**src/rtl/seg_frame_display.sv**
```systemverilog
// Two-digit hex seven-segment driver: frame-aligned value swap, slot-start blanking
// and error blink, slaved to an external 5-bit anode rotation counter.
module seg_frame_display #(
    parameter int unsigned BLANK_CYCLES = 2,
    parameter int unsigned BLINK_FRAMES = 8
) (
    input  logic       clk,
    input  logic       reset,
    input  logic [4:0] count,
    input  logic [7:0] data_in,
    input  logic       err_in,
    input  logic       data_valid,
    output logic       data_ready,
    output logic [6:0] seg,
    output logic       dp,
    output logic       frame_tick
);

    localparam int unsigned FCNT_W = (BLINK_FRAMES > 1) ? $clog2(2 * BLINK_FRAMES) : 1;
    localparam int unsigned FCNT_LAST = 2 * BLINK_FRAMES - 1;

    typedef enum logic [1:0] {
        EMPTY   = 2'd0,
        PENDING = 2'd1,
        SHOW    = 2'd2
    } state_t;

    state_t            state;
    logic [7:0]        shadow;
    logic              shadow_err;
    logic [7:0]        disp;
    logic              disp_err;
    logic [FCNT_W-1:0] fcnt;

    logic       boundary;
    logic       blank;
    logic [3:0] nib;
    logic [6:0] seg_nxt;
    logic       dp_nxt;

    // Active-low {g,f,e,d,c,b,a} hex glyphs.
    function automatic logic [6:0] hex7(input logic [3:0] v);
        logic [6:0] s;
        case (v)
            4'h0: s = 7'b1000000;
            4'h1: s = 7'b1111001;
            4'h2: s = 7'b0100100;
            4'h3: s = 7'b0110000;
            4'h4: s = 7'b0011001;
            4'h5: s = 7'b0010010;
            4'h6: s = 7'b0000010;
            4'h7: s = 7'b1111000;
            4'h8: s = 7'b0000000;
            4'h9: s = 7'b0010000;
            4'hA: s = 7'b0001000;
            4'hB: s = 7'b0000011;
            4'hC: s = 7'b1000110;
            4'hD: s = 7'b0100001;
            4'hE: s = 7'b0000110;
            default: s = 7'b0001110;
        endcase
        return s;
    endfunction

    assign data_ready = (state != PENDING);

    // Next display values from the sampled slot position; blanking hides the anode switch.
    always_comb begin
        boundary = (count == 5'h1F);
        blank    = (state == EMPTY)
                 || (count[3:0] == 4'd0)
                 || ({1'b0, count[3:0]} >= 5'(16 - BLANK_CYCLES))
                 || (disp_err && (fcnt >= FCNT_W'(BLINK_FRAMES)));
        nib      = count[4] ? disp[3:0] : disp[7:4];
        seg_nxt  = blank ? 7'h7F : hex7(nib);
        dp_nxt   = blank | ~(count[4] & disp_err);
    end

    always_ff @(posedge clk or negedge reset) begin
        if (!reset) begin
            state      <= EMPTY;
            shadow     <= 8'h00;
            shadow_err <= 1'b0;
            disp       <= 8'h00;
            disp_err   <= 1'b0;
            fcnt       <= '0;
            seg        <= 7'h7F;
            dp         <= 1'b1;
            frame_tick <= 1'b0;
        end else begin
            frame_tick <= boundary;
            seg        <= seg_nxt;
            dp         <= dp_nxt;

            // Blink phase restarts with every newly shown value.
            if (boundary) begin
                if (state == PENDING)
                    fcnt <= '0;
                else if (fcnt == FCNT_W'(FCNT_LAST))
                    fcnt <= '0;
                else
                    fcnt <= fcnt + FCNT_W'(1);
            end

            case (state)
                EMPTY, SHOW: begin
                    if (data_valid) begin
                        shadow     <= data_in;
                        shadow_err <= err_in;
                        state      <= PENDING;
                    end
                end
                PENDING: begin
                    if (boundary) begin
                        disp     <= shadow;
                        disp_err <= shadow_err;
                        state    <= SHOW;
                    end
                end
                default: state <= EMPTY;
            endcase
        end
    end

endmodule

```
**config.mk**
```make
export PLATFORM = sky130hd
export DESIGN_NAME = seg_frame_display
export DESIGN_NICKNAME = d
export VERILOG_FILES = /design/src/rtl/seg_frame_display.sv
export SDC_FILE = /design/constraint.sdc
export NUM_CORES = 1
export LEC_CHECK = 0
export ABC_AREA = 1
export CAP_MARGIN = 30
export CORE_MARGIN = 2
export CORE_UTILIZATION = 30
export CTS_CLUSTER_SIZE = 25
export DETAILED_ROUTE_END_ITERATION = 8
export PLACE_DENSITY = 0.49
export SLEW_MARGIN = 25
export SYNTH_ARGS = -nofsm -noshare
export SYNTH_HDL_FRONTEND = slang
export SYNTH_SLANG_ARGS = --single-unit
```
**constraint.sdc**
```tcl
create_clock -name clk -period 1.65 [get_ports clk]
set_clock_uncertainty 0.05 [all_clocks]
set_input_delay 0.165 -clock clk [delete_from_list [all_inputs] [get_ports clk]]
set_output_delay 0.165 -clock clk [all_outputs]
set_load 0.01 [all_outputs]
```
* Yosys cells after proc, flatten, opt, wreduce, memory -nomap -nowiden
Memory sizes are Yosys's and may differ from the RTL's. Cells that the tools add are included.
Storage, ports and cells: word-level logic and storage cells 40, flip-flop bits (word level) 33, bits in read-only memories 112, memories kept 1
Memory list:
- (name not given) | depth 16, width 7, rd ports 1, clocked after Yosys merged registers in 0, write ports 0, line 44 | case (v)
Operators by class: muxes and demuxes 7, reduce and logical (&&, ||, !) cells 10, order comparisons 2, equal/unequal tests 7, bitwise gates (word level) 3, add/subtract/negate cells 1
Operator list (number):
- 2-to-1 mux 4 bit | 3
- >= comparator 4 bit, second input constant | 2
- 2-to-1 mux 7 bit | 1
- AND reduction 2 bit | 3
- == test 5 bit, second input constant | 1
- adder 4 x 1 -> 4 bit, second input constant | 1
- == test 4 bit, second input constant | 1
- zero test 4 bit | 1
- 2-to-1 mux 2 bit | 2
- != test 2 bit, second input constant | 2
- one-hot mux 2 bit (2 select lines) | 1
- logical OR 1 bit | 3
- == test 2 x 1 -> 1 bit, second input constant | 1
- == test 2 bit, second input constant | 1
- zero test 2 bit | 1
- != test 2 x 1 -> 1 bit, second input constant | 1
- OR reduction 2 bit | 1
- bitwise AND 1 bit | 1
- logical AND 1 bit | 1
- NOT 1 bit | 1
- OR 1 bit | 1

* Longest topological paths before layout
depth in word-level cells 5, gate-level depth with buffers 11, depth with buffers taken out 10

* Worst setup path after synthesis
OpenSTA, ideal clock, no wires.
path type register to register, start register disp[1], end register seg[3], clock period less this slack 1276 ps, setup slack 374 ps, library setup time 89 ps, required time 1511 ps, data arrival time 1137 ps, path buffers 0, stages on the path, launching flop included 10, path through dfrtp_1 > inv_1 > nand2_1 > nand2_1 > inv_1 > ha_1 > nand3_1 > nand2_1 > nand2_1 > nand3_1
On the way: cells in the longest elaborated chain, start to end 3
RTL lines:
- from (decl) | line 31 | logic [7:0] disp;
- from (signal assigned) | line 115 | disp <= shadow;
- 2-to-1 mux 4 bit | line 74 | nib = count[4] ? disp[3:0] : disp[7:4];
- memory (16 x 7 bit)
- 2-to-1 mux 7 bit | line 75 | seg_nxt = blank ? 7'h7F : hex7(nib);
- named net seg_nxt[3] | line 38 | logic [6:0] seg_nxt;
- to (signal assigned) | line 92 | seg <= seg_nxt;
- to (decl) | line 14 | output logic [6:0] seg,
The timed path passes the listed nets, and every way through them passes these cells. A chain may end at the register's enable or synchronous reset.

* Final worst setup path
start register state[0], end output port data_ready
On the way: cells in the longest elaborated chain, start to end 1
RTL lines:
- from (decl) | line 28 | state_t state;
- from (signal assigned) | line 81 | state <= EMPTY;
- from (signal assigned) | line 110 | state <= PENDING;
- from (signal assigned) | line 117 | state <= SHOW;
- != test 2 x 1 -> 1 bit | line 65 | assign data_ready = (state != PENDING);
- to (decl) | line 13 | output logic data_ready,
Every way passes these cells.

==> results.json <==
{
  "num_vias": 1364,
  "io_pins": 27,
  "start_kind": "flip-flop",
  "grt_pass1_vias": 1349,
  "routedWlPerCell_um": 10.2,
  "nNetsFinal": 272,
  "placedCellCount": 312,
  "port_buffers": 26,
  "chipHeight_um": 79.9,
  "antenna_cells": 0,
  "cp-end-kind": "primary output",
  "min_period_ns": 1.55,
  "grt_max_degree": 34,
  "synth_top_area_cell": "dfrtp_1",
  "place.gp.congestion": 0.805,
  "synth_top_area_frac": 0.362,
  "drive_gt1_frac": 0.181,
  "dp_hpwl_mm": 2.40,
  "crit_type": "flip-flop to primary output",
  "postCtsHoldBufs": 0,
  "final_common_cell": "nand2_1",
  "synth.net_count": 234,
  "cts_root_buffer": "clkbuf_8",
  "cts.sinks": 33,
  "dr.pass1.iters": 4,
  "final_cell_mix": "nand2_1, nor2_1, dfrtp_1, clkdlybuf4s50_1, inv_1",
  "grtUsageMet2": 0.194,
  "htree_levels": 2,
  "via_per_inst": 4.26,
  "rsz0062_at_grt": "no",
  "power_mw": 3.49,
  "power.density_mw_per_mm2": 1570,
  "crit_fanout": 4,
  "ff2ff_setup_slack_ns": 0.21,
  "regArea_um2": 836,
  "use_met3": 0.0407,
  "hold_violations": 0,
  "crit_required_ns": 1.43,
  "worst_pin_slew_ns": 0.419,
  "cts_made_buffers": 5,
  "core_area_mm2": 0.00554,
  "dpl_cell_area_mm2": 0.00212,
  "ys_warn_count": 0,
  "timing.final.crit_share": 0.937,
  "vdd_drop_max_uv": 531,
  "start_util": 0.312,
  "path_clk_slew_ns": 0.07,
  "final_cell_count_no_fill": 320,
  "synth_cells": 209,
  "maxCapViolCount": 0,
  "grt_use_met1": 0.159,
  "total_leakage_power_nw": 1.13,
  "yosysSeqAreaShare": 0.483,
  "synth.distinct_cells": 23,
  "relSlewSlack": 0.720,
  "slew_violations": 0,
  "clockBufferDepth": 2,
  "status": "finished clean",
  "hold_path.class": "primary input to async pin",
  "grt_pass1_wl_mm": 6.13,
  "ant_nets": 0,
  "grt_overflow": 0,
  "fillers": 607,
  "clk_latency_ns": 0.28,
  "max_freq_mhz": 647,
  "fp-row-count": 27,
  "cts_resized": 0,
  "cts_tree": "done",
  "reg2reg_from": "disp[5]$_DFFE_PN0P_",
  "busiest_layer": "met2",
  "setup_viol": 0,
  "r2r_cells": 9,
  "area_growth_pct": 28.4,
  "r2r_end": "seg[3]$_DFF_PN1_",
  "synth_area_mm2": 0.00173,
  "antenna_found_initial": 0,
  "wl_mm": 3.26,
  "synth_seq_cells": 33,
  "remaining_drc_errors": 0,
  "worst_hold_slack_ns": 0.230,
  "syn_avg_cell_area_um2": 8.27,
  "die_w_um": 79.9,
  "yosys-top-cells-area": "dfrtp_1, nand2_1, dfstp_2",
  "dieArea_mm2": 0.00639,
  "multi_input_area_um2": 761,
  "first_iter_violations": 48,
  "cts_setup_buffers": 0,
  "crit_arrival_ns": 1.33,
  "postLayoutCellArea_mm2": 0.00222,
  "track_usage": 0.125
}
==> cell usage after synthesis <==
library cell and number:
ha_1 8, inv_2 5, buf_2 1, a21oi_1 9, nor2_8 1, xnor2_1 1, o21ai_2 9, nand2_2 2
nand2_1 58, nor2_1 25, o21ai_0 3, nand3_4 1, nor2_4 1, buf_6 1, o21ai_1 1, nand2_4 1
dfrtp_1 25, o31ai_1 1, or2_2 1, inv_1 24, nand3_1 22, dfstp_2 8, buf_4 1
==> critical path, cell delays in order, from the launching register on <==
cell             delay, ns
dfrtp_1               0.41
nand2_1               0.10
clkdlybuf4s50_1       0.53
==> cells by family (layout without fill, tap and decap cells) <==
family,after synthesis,count (layout),synth area share
xor gates and xnor gates,1,1,0.00507
adders and majority gates,8,8,0.0579
DFF,33,33,0.483
and+or+nand+nor,112,112,0.289
buffers and inverters,32,71,0.0767
AOI/OAI and AO/OA,23,23,0.0876
==> metrics by stage <==
step                      setup WS [ns]  TNS, ns   util
after floorplan                   0.374        0      -
after global placement           -0.124   -0.641  0.382
after detailed placement         -0.173   -0.977  0.382
after CTS                        0.0844        0  0.400
after global routing             0.0154        0  0.401
final                             0.104        0  0.401
==> layout make-up <==
type                            count  area share
Timing Repair Buffer               34       0.145
Clock buffer                        7      0.0434
Clock inverter                      1     0.00225
Sequential cell                    33       0.377
Tap cell                           72      0.0406
Multi-Input combinational cell    144       0.343
Inverter                           29      0.0490
==> layer usage <==
| layer | vias to the layer above | part of all wire |
|---|---|---|
| met1 | 612 | 0.49 |
| li1 | 726 | - |
| met4 | 0 | 0.019 |
| met2 | 20 | 0.45 |
| met3 | 6 | 0.036 |
| met5 | - | 0 |
==> state kept, by name, indices dropped and copies added (netlist names) <==
| name | flops |
|---|---|
| disp | 8 |
| state | 2 |
| seg | 7 |
| fcnt | 4 |
| shadow_err | 1 |
| disp_err | 1 |
| frame_tick | 1 |
| dp | 1 |
| shadow | 8 |
==> worst max path at each step <==
stage	startpoint	end	slack, ns	depth (start not counted)
after floorplan	disp[1]$_DFFE_PN0P_	seg[3]$_DFF_PN1_	0.37	9
after global placement	count[4]	seg[3]$_DFF_PN1_	-0.12	9
after detailed placement	count[4]	seg[3]$_DFF_PN1_	-0.17	9
after CTS	state[0]$_DFFE_PN0P_	data_ready	0.08	2
after global routing	disp[1]$_DFFE_PN0P_	seg[3]$_DFF_PN1_	0.02	9
final	state[0]$_DFFE_PN0P_	data_ready	0.10	2
==> power by group <==
| group | total, mW | switching (mW) | leakage, nW | internal, mW |
|---|---|---|---|---|
| combinational | 1.46 | 0.823 | 0.690 | 0.640 |
| sequential | 1.36 | 0.149 | 0.385 | 1.21 |
| clock | 0.671 | 0.294 | 0.0542 | 0.377 |
| total | 3.49 | 1.27 | 1.13 | 2.22 |
(Power assumes the default switching activity.)
